File: config.mk
export PLATFORM = sky130hd
export DESIGN_NAME = bmi_bit_extract_seq_flat
export DESIGN_NICKNAME = d
export VERILOG_FILES = /design/src/rtl/bmi_bit_extract_seq_if.sv /design/src/rtl/bmi_bit_extract_seq.sv /design/src/flat_wrapper.sv
export SDC_FILE = /design/constraint.sdc
export NUM_CORES = 1
export LEC_CHECK = 0
export CAP_MARGIN = 30
export CORE_ASPECT_RATIO = 0.5
export CORE_MARGIN = 2
export CORE_UTILIZATION = 44
export DETAILED_ROUTE_END_ITERATION = 8
export MAX_ROUTING_LAYER = met4
export PLACE_DENSITY_LB_ADDON = 0.1
export SLEW_MARGIN = 0
export SYNTH_ARGS = -nofsm -noshare
export SYNTH_HDL_FRONTEND = slang
export SYNTH_SLANG_ARGS = --single-unit
File: constraint.sdc
create_clock -name clk -period 1.9 [get_ports clk]
set_input_delay 0.19 -clock clk [delete_from_list [all_inputs] [get_ports clk]]
set_output_delay 0.19 -clock clk [all_outputs]
set_load 0.1 [all_outputs]
File: src/rtl/bmi_bit_extract_seq_if.sv
// rtl/bmi_bit_extract_seq_if.sv - issue handshake and bit-select mux bundle for the PEXT engine
interface bmi_bit_extract_seq_if;
  logic        start;
  logic [63:0] src;
  logic [63:0] mask;
  logic        busy;
  logic        done;
  logic [63:0] result;
  logic [6:0]  popcnt;
  logic [63:0] mux_a;
  logic [5:0]  mux_sel;
  logic        mux_out;

  modport master (
    output start, src, mask, mux_out,
    input  busy, done, result, popcnt, mux_a, mux_sel
  );

  modport slave (
    input  start, src, mask, mux_out,
    output busy, done, result, popcnt, mux_a, mux_sel
  );
endinterface

File: src/rtl/bmi_bit_extract_seq.sv
// rtl/bmi_bit_extract_seq.sv - sequential parallel-bit-extract engine driving an external 64:1 mux
module bmi_bit_extract_seq #(
  parameter int MUX_LAT = 1
) (
  input logic                 clk,
  input logic                 rst_n,
  bmi_bit_extract_seq_if.slave bus
);

  typedef enum logic [1:0] {IDLE, SCAN, DRAIN, DONE} state_t;

  state_t      state;
  state_t      state_nxt;
  logic [63:0] mux_a_q;
  logic [63:0] msk;
  logic [63:0] result_q;
  logic [6:0]  popcnt_q;
  logic [5:0]  idx;
  logic [5:0]  k;
  logic        tag_vld;
  logic        tag_bit;
  logic        accept;
  logic        last_idx;
  logic        capture;

  // msk shifts right once per scanned bit, so msk[0] is the mask bit at idx
  // and an empty msk[63:1] marks the highest set bit.
  assign accept   = (state == IDLE) && bus.start;
  assign last_idx = (msk[63:1] == 63'd0);
  assign capture  = ((state == SCAN) || (state == DRAIN)) && tag_vld && tag_bit;

  generate
    if (MUX_LAT == 0) begin : g_direct
      assign tag_vld = (state == SCAN);
      assign tag_bit = msk[0];
    end else begin : g_delay
      logic tag_vld_q;
      logic tag_bit_q;
      always_ff @(posedge clk or negedge rst_n) begin
        if (!rst_n) begin
          tag_vld_q <= 1'b0;
          tag_bit_q <= 1'b0;
        end else begin
          tag_vld_q <= (state == SCAN);
          tag_bit_q <= msk[0];
        end
      end
      assign tag_vld = tag_vld_q;
      assign tag_bit = tag_bit_q;
    end
  endgenerate

  always_ff @(posedge clk or negedge rst_n) begin
    if (!rst_n) begin
      state <= IDLE;
    end else begin
      state <= state_nxt;
    end
  end

  always_comb begin
    state_nxt = state;
    case (state)
      IDLE:    if (bus.start) state_nxt = (bus.mask == 64'd0) ? DONE : SCAN;
      SCAN:    if (last_idx) state_nxt = (MUX_LAT == 0) ? DONE : DRAIN;
      DRAIN:   state_nxt = DONE;
      DONE:    state_nxt = IDLE;
      default: state_nxt = IDLE;
    endcase
  end

  always_comb begin
    bus.busy    = 1'b0;
    bus.done    = 1'b0;
    bus.mux_sel = 6'd0;
    case (state)
      SCAN: begin
        bus.busy    = 1'b1;
        bus.mux_sel = idx;
      end
      DRAIN: begin
        bus.busy    = 1'b1;
        bus.mux_sel = idx;
      end
      DONE:    bus.done = 1'b1;
      default: ;
    endcase
  end

  // idx stops on the last index so DRAIN keeps the mux pointed at H.
  always_ff @(posedge clk or negedge rst_n) begin
    if (!rst_n) begin
      mux_a_q  <= 64'd0;
      msk      <= 64'd0;
      result_q <= 64'd0;
      popcnt_q <= 7'd0;
      idx      <= 6'd0;
      k        <= 6'd0;
    end else if (accept) begin
      mux_a_q  <= bus.src;
      msk      <= bus.mask;
      result_q <= 64'd0;
      popcnt_q <= 7'd0;
      idx      <= 6'd0;
      k        <= 6'd0;
    end else begin
      if (state == SCAN) begin
        msk <= msk >> 1;
        if (!last_idx) idx <= idx + 6'd1;
      end
      if (capture) begin
        result_q[k] <= bus.mux_out;
        k           <= k + 6'd1;
        popcnt_q    <= popcnt_q + 7'd1;
      end
    end
  end

  assign bus.mux_a  = mux_a_q;
  assign bus.result = result_q;
  assign bus.popcnt = popcnt_q;

endmodule

File: src/flat_wrapper.sv
// flat-port wrapper written by rule: the top's interface ports become plain ports
module bmi_bit_extract_seq_flat 
#(
  parameter int MUX_LAT = 1
)
  (clk, rst_n, bus_start, bus_src, bus_mask, bus_mux_out, bus_busy, bus_done, bus_result, bus_popcnt, bus_mux_a, bus_mux_sel);
  bmi_bit_extract_seq_if bus_i ();
  input logic clk;
  input logic rst_n;
  input wire logic [$bits(bus_i.start)-1:0] bus_start;
  input wire logic [$bits(bus_i.src)-1:0] bus_src;
  input wire logic [$bits(bus_i.mask)-1:0] bus_mask;
  input wire logic [$bits(bus_i.mux_out)-1:0] bus_mux_out;
  output wire logic [$bits(bus_i.busy)-1:0] bus_busy;
  output wire logic [$bits(bus_i.done)-1:0] bus_done;
  output wire logic [$bits(bus_i.result)-1:0] bus_result;
  output wire logic [$bits(bus_i.popcnt)-1:0] bus_popcnt;
  output wire logic [$bits(bus_i.mux_a)-1:0] bus_mux_a;
  output wire logic [$bits(bus_i.mux_sel)-1:0] bus_mux_sel;
  assign bus_i.start = bus_start;
  assign bus_i.src = bus_src;
  assign bus_i.mask = bus_mask;
  assign bus_i.mux_out = bus_mux_out;
  assign bus_busy = bus_i.busy;
  assign bus_done = bus_i.done;
  assign bus_result = bus_i.result;
  assign bus_popcnt = bus_i.popcnt;
  assign bus_mux_a = bus_i.mux_a;
  assign bus_mux_sel = bus_i.mux_sel;
  bmi_bit_extract_seq #(.MUX_LAT(MUX_LAT)) u_core (.clk(clk), .rst_n(rst_n), .bus(bus_i));
endmodule
==> impl_metrics.json <==
{
  "fin_crit_sh_pct": 111,
  "setup_viol": 15,
  "min_path_cells": 3,
  "dp_hpwl_mm": 19.4,
  "synth_fp_nets": 1204,
  "critPathKind": "flip-flop to flip-flop",
  "final_nets": 1502,
  "fp.coreArea_mm2": 0.0217,
  "worst_slew_pin_slew_ns": 0.504,
  "fin_crit_ns": 2.11,
  "htreeDepth": 1,
  "grt_pass1_wl_mm": 43.4,
  "path_max_fanout": 3,
  "firstDrtPassIters": 5,
  "clk_path_buf_depth": 3,
  "via_per_inst": 5.09,
  "die-height_um": 109,
  "grt_use_total_pct": 23.8,
  "fill_cells": 1834,
  "gp_congestion": 0.824,
  "io_buffers": 274,
  "setup_tns_ns": -1.44,
  "p_seq_share_pct": 49.2,
  "synth_top_flop_cell": "dfrtp_1",
  "ys_top_cells_by_area": "dfrtp_1, nand2_1, mux2i_1",
  "seq_area_frac_synth_pct": 55.4,
  "synthCells": 1064,
  "overflow": 0,
  "wirelength_mm": 27.2,
  "area_growth_pct": 41.9,
  "internal_power_uw": 7070,
  "hold_end": "u_core.bus.result[8]$_DFFE_PN0P_",
  "end_kind": "flip-flop",
  "cts_tree": "yes",
  "maxCapViolations": 0,
  "holdCritStartpoint": "bus_mux_out",
  "syn_area_mm2": 0.00971,
  "grt_antenna_before_repair": 0,
  "die_w_um": 214,
  "num_io_pins": 275,
  "start_util_pct": 44.8,
  "grt_pass1_vias": 8284,
  "p_sw_share_pct": 25.3,
  "hold_viol": 0,
  "dr.max_layer_used": "met4",
  "numCtsBuffers": 20,
  "root_buffer": "clkbuf_16",
  "share_comb_of_total_power_pct": 10.4,
  "ir_drop_mv": 0.392,
  "arrival_ns": 2.50,
  "grt_max_degree": 64,
  "r2r_cells": 6,
  "synth_area_leader_cell": "dfrtp_1",
  "cts.sinks": 215,
  "hp-class": "input pin to flip-flop",
  "rsz0062_at_grt": "true",
  "violations": "setup timing",
  "insertion_delay_ns": 0.50,
  "synth.avg_cell_area_um2": 9.12,
  "yosys_warnings": 0,
  "synthDistinctLibCells": 38,
  "rows": 38,
  "drive_gt1_share_pct": 20.7,
  "outcome": "finished, violations left",
  "antenna_left": 0,
  "dieArea_mm2": 0.0233,
  "synth_top_area_share_pct": 55.4,
  "layout.cells.non_filler": 1675,
  "synth_edf_count": 0,
  "worst_clock_skew_ns": 0.00861,
  "ys_ff_latch": 215,
  "dr.first_iter.drc_count": 599,
  "synthArstFlopShare_pct": 100,
  "worstSetupStartpointType": "flip-flop",
  "wl_per_cell_um": 16.3,
  "finalMaxSlewViolations": 0,
  "slew_headroom_pct": 66.4,
  "crit_required_ns": 2.29,
  "antenna_cells": 0,
  "setup_slack_ns": -0.211,
  "r2r_slack_ns": -0.21,
  "reg2reg_to": "u_core.state[1]$_DFFE_PN0P_",
  "p_leak_uw": 0.00669,
  "wl_met2_mm": 13.1,
  "powerDensity_mw_per_mm2": 688,
  "clk_pin_slew_worst_paths_ns": 0.07,
  "vias": 8530,
  "r2r-start": "u_core.msk[60]$_DFFE_PN0P_",
  "p_switching_uw": 2400,
  "drc_errors": 0,
  "timing.fmax_ghz": 0.474,
  "pwr-share-clk_pct": 40.4,
  "dp.cells": 1631,
  "wl_met3_mm": 1.19,
  "drt-met1-wl_mm": 12.5
}
==> layout by cell type, fill, tap and decap left out, drive strengths merged, types with 7 or more instances in the layout <==
master and n:
nand3 9, nand2 318, a21oi 48, nor2 103
xor2 7, clkdlybuf4s50 129, nand4 10, clkbuf 32
mux2i 87, o21ai 110, dfrtp 215, ha 8
nor4 29, buf 219
==> power by group through the flow <==
stage	Combinational (uW)	Sequential, uW	Clock (uW)
3_3_place_gp	983	4740	0
5_1_grt	1040	4660	4140
2_1_floorplan	74.2	5130	0
4_1_cts	997	4660	3930
6_report	987	4660	3830
3_5_place_dp	993	4750	0
==> worst max-delay path by stage <==
stage	start	endpoint	slack, ns	depth (start not counted)
global placement	u_core.msk[36]$_DFFE_PN0P_	u_core.state[1]$_DFFE_PN0P_	-0.13	6
finish	u_core.msk[60]$_DFFE_PN0P_	u_core.state[1]$_DFFE_PN0P_	-0.21	6
CTS	u_core.msk[43]$_DFFE_PN0P_	u_core.idx[1]$_DFFE_PN0P_	-0.16	7
floorplan	u_core.state[1]$_DFFE_PN0P_	u_core.bus.result[25]$_DFFE_PN0P_	-0.20	7
detailed placement	bus_mask[12]	u_core.state[1]$_DFFE_PN0P_	-0.18	6
global route	u_core.msk[60]$_DFFE_PN0P_	u_core.idx[1]$_DFFE_PN0P_	-0.30	7
==> registers in the layout, indices dropped and copies added (netlist names) <==
name                      flops
u_core.bus.mux_a             64
u_core.bus.result            64
u_core.msk                   64
u_core.bus.popcnt             7
u_core.idx                    6
u_core.k                      6
u_core.state                  2
u_core.g_delay.tag_bit_q      1
u_core.g_delay.tag_vld_q      1
==> Yosys cell counts (6+ instances only) <==
library cell / instances
a21oi_1: 48
and2_1: 6
buf_2: 11
clkbuf_1: 59
dfrtp_1: 215
ha_1: 8
inv_1: 6
mux2i_1: 87
nand2_1: 318
nand3_1: 8
nand4_1: 10
nor2_1: 103
nor4_1: 28
o21ai_0: 109
xor2_1: 7
==> layer usage <==
metal	vias to the layer above	GRT usage, %
met4	0	4.32
met1	4161	32.2
met2	208	38.6
met5	-	-
met3	31	4.13
li1	4130	-
==> through the flow <==
step / util [%] / setup slack, ns / power, uW / area (um2) / hold slack [ns]
floorplan: - / -0.204 / 5200 / 9760 / -0.106
global placement: 59.8 / -0.135 / 5730 / 13000 / 0.0944
detailed placement: 59.8 / -0.182 / 5740 / 13000 / 0.0942
CTS: 62.9 / -0.164 / 9580 / 13600 / 0.0976
global route: 63.6 / -0.302 / 9850 / 13800 / 0.135
finish: 63.6 / -0.211 / 9480 / 13800 / 0.112
==> worst max-delay path, stage by stage, from the launching register on <==
cell	delay, ns
dfrtp_1	0.40
nor4_1	0.48
nand4_1	0.23
o41ai_4	0.35
buf_4	0.18
o21ai_2	0.07
mux2_4	0.29
==> logic make-up (layout without fill, tap and decap cells) <==
| family | Yosys count | after routing | share of synthesized area (%) |
|---|---|---|---|
| DFF | 215 | 215 | 55.4 |
| AOI/OAI and AO/OA | 162 | 162 | 8.56 |
| muxes | 88 | 88 | 9.09 |
| buffers and inverters | 79 | 390 | 3.23 |
| adders and majority gates | 8 | 8 | 1.03 |
| xor gates and xnor gates | 11 | 11 | 0.992 |
| and+or+nand+nor | 501 | 501 | 21.7 |
==> layout make-up <==
cell class	instances	area [um2]	share of cell area, %
sequential	215	5380	39.0
multi-input combinational	770	4180	30.3
timing repair buffer	349	3220	23.4
clock buffer	32	577	4.19
tap	300	375	2.72
inverter	6	25.0	0.182
clock inverter	3	17.5	0.127
==> timing repair <==
action,in CTS,in global routing
setup endpoints to repair,22,46
pin swaps,5,4
buffers inserted,3,4
hold endpoints to repair,215,0
resized for setup,15,30
gates cloned,0,1
hold buffers,1,0
Power figures use the tool's default switching activity.
==> RTL edit, RTL diff (config.mk and constraints unchanged) <==
`MUX_LAT` is set to 1 in 2 places; all go to 0.
--- a/src/rtl/bmi_bit_extract_seq.sv
+++ b/src/rtl/bmi_bit_extract_seq.sv
@@ -2,3 +2,3 @@
 module bmi_bit_extract_seq #(
-  parameter int MUX_LAT = 1
+  parameter int MUX_LAT = 0
 ) (
--- a/src/flat_wrapper.sv
+++ b/src/flat_wrapper.sv
@@ -3,3 +3,3 @@
 #(
-  parameter int MUX_LAT = 1
+  parameter int MUX_LAT = 0
 )
Formal check against the unedited RTL: not equivalent (a bounded check fails within 4 cycles, from zero or initial values and one cycle with rst_n low).
==> RTL edit against the unedited design <==
- the run still ends with setup timing left
- cell area is 1.3% lower
- sequential share of layout area increased by 0.17 points
- worst setup slack improved by 0.19 ns
- non-clock buffer count fell by 12
- sequential cell count shrank 2
- area after synthesis shrank 0.73%
- wire length increased by 3.4%
- synthesized cell count is 2.8% lower
- critical endpoint is now u_core.idx[1]
- highest routed layer unchanged
Power is not compared: it rests on default switching activity, and its combinational part moved more than twofold at a synthesized area within 25%.
==> RTL edit: results (changes against the unedited design) <==
| Metric | Value |
|---|---|
| Largest clock skew in the final design | 0.0169 ns (+0.00833 ns) |
| Vias after detailed routing | 8467 (-0.74%) |
| Top post-synthesis cells by count | sky130_fd_sc_hd__nand2_1, sky130_fd_sc_hd__dfrtp_1, sky130_fd_sc_hd__o21ai_0 |
| Routed wire length per instance | 17.2 µm (+5.8%) |
| Proportion of synthesized chip area in sequential cells | 55.3% (-0.11 points) |
| Post-CTS setup buffer count | 2 (-1) |
| End point of the worst hold path | u_core.bus.result[15] |
| Post-detailed-routing wire length | 28200 µm (+3.4%) |
| Path type of the worst min-delay path | in -> reg |
| Average cell area after synthesis | 9.32 µm² (+2.1%) |
| Pin count of the biggest net entering global routing | 85 (+33%) |
| Max_slew headroom | 62.6% (-3.8 points) |
| # setup viols final | 1 (-14) |
| Iteration-0 DRC Markers | 600 (+0.17%) |
| Post-CTS sizing | 8 (-7) |
| Global-route wire length before repair | 44800 µm (+3.3%) |
| Result of the run | finished with violations |
| Worst hold slack after final layout | 0.186 ns (+0.0739 ns) |
| Area of placed instances | 12800 µm² (-1.5%) |
| Unique cell type count in the Yosys netlist | 37 (-2.6%) |
| NumNets Final | 1463 (-2.6%) |
| Violated checks | setup timing |
| Setup TNS | -0.0216 ns (+1.42 ns) |
| Number of placed instances with taps included | 1594 (-2.3%) |
| Total routing usage reported by global routing | 25.1% (+1.3 points) |
| Cell with the biggest individual delay on the critical path | sky130_fd_sc_hd__o41ai_4 |
| Met3 layer usage reported by global route | 6.05% (+1.9 points) |
| Maximum vdd ir drop | 1.63 mV |
| Cell types occupying the most area after synthesis | sky130_fd_sc_hd__dfrtp_1, sky130_fd_sc_hd__nand2_1, sky130_fd_sc_hd__mux2i_1 |
| Pre-CTS setup slack | -0.195 ns (-0.0132 ns) |
| CP startpoint | u_core.msk[20] |
| Global placement routability congestion | 0.827 (+0.40%) |
| RR Endpoint | u_core.idx[1] |
| Biggest fanout along the worst timing path | 6 (+3) |
| Fraction of met2 tracks used by global routing | 39.0% (+0.42 points) |
| Fraction of final layout cells sized beyond drive strength 1 | 20.4% (-0.30 points) |
| GR Util met1 | 34.1% (+1.9 points) |
| Worst Slack Setup Final | -0.0216 ns (+0.189 ns) |
| Number of global-route vias before repair | 8413 (+1.6%) |
| CP max stage delay | 0.44 ns (-0.04 ns) |
| Placed wire-length estimate after detailed placement | 19900 µm (+2.3%) |
| Quantity of I/O buffers inserted on ports | 274 (unchanged) |
| Net count after synthesis | 1174 (-2.5%) |
-- RTL edit: changes by cell type in the layout (fill, tap and decap cells not counted), moves of 4 or more --
cell and delta:
sky130_fd_sc_hd__nor4_1 -6, sky130_fd_sc_hd__o21ai_0 -10, sky130_fd_sc_hd__nand3_1 +4, sky130_fd_sc_hd__and2_2 +5, sky130_fd_sc_hd__nand4_1 +22, sky130_fd_sc_hd__nor2_1 -19
sky130_fd_sc_hd__nor2_2 -5, sky130_fd_sc_hd__mux2i_1 +7, sky130_fd_sc_hd__buf_4 -6, sky130_fd_sc_hd__and2_4 -4, sky130_fd_sc_hd__nor4_2 +5, sky130_fd_sc_hd__a21oi_1 -8
sky130_fd_sc_hd__nand2_1 -11
-- RTL edit: final cells by class --
| class | instances | area [µm²] |
|---|---|---|
| inverters | 5 | 21.3 |
| flip-flops and latches | 213 | 5330 |
| clock buffers | 31 | 573 |
| fillers | 1862 | 7990 |
| repair buffers | 337 | 3080 |
| well taps | 300 | 375 |
| multi-input cells | 746 | 4190 |
| clock inverters | 4 | 22.5 |
-- RTL edit: per-layer routing --
metal  wire [µm]  vias to the layer above
met4         433                        0
li1            -                     4065
met5           0                        -
met3        1930                       32
met2       12900                      241
met1       12900                     4129
-- RTL edit: worst register-to-register path, delay by kind of cell, from the launching register on --
family                 cells  cell delay, ns
AND/OR/NAND/NOR            3            0.58
flip-flops                 1            0.40
multiplexers               1            0.20
buffers and inverters      1            0.19
AO/OA/AOI/OAI              1            0.44
-- RTL edit: logic make-up after synthesis --
family	count (synthesis)	share of synthesized area (%)
buffers and inverters	75	3.14
AOI/OAI and AO/OA	144	7.75
DFF	213	55.3
adders and majority gates	8	1.04
muxes	94	9.76
xor gates and xnor gates	11	1.00
and+or+nand+nor	489	22.0
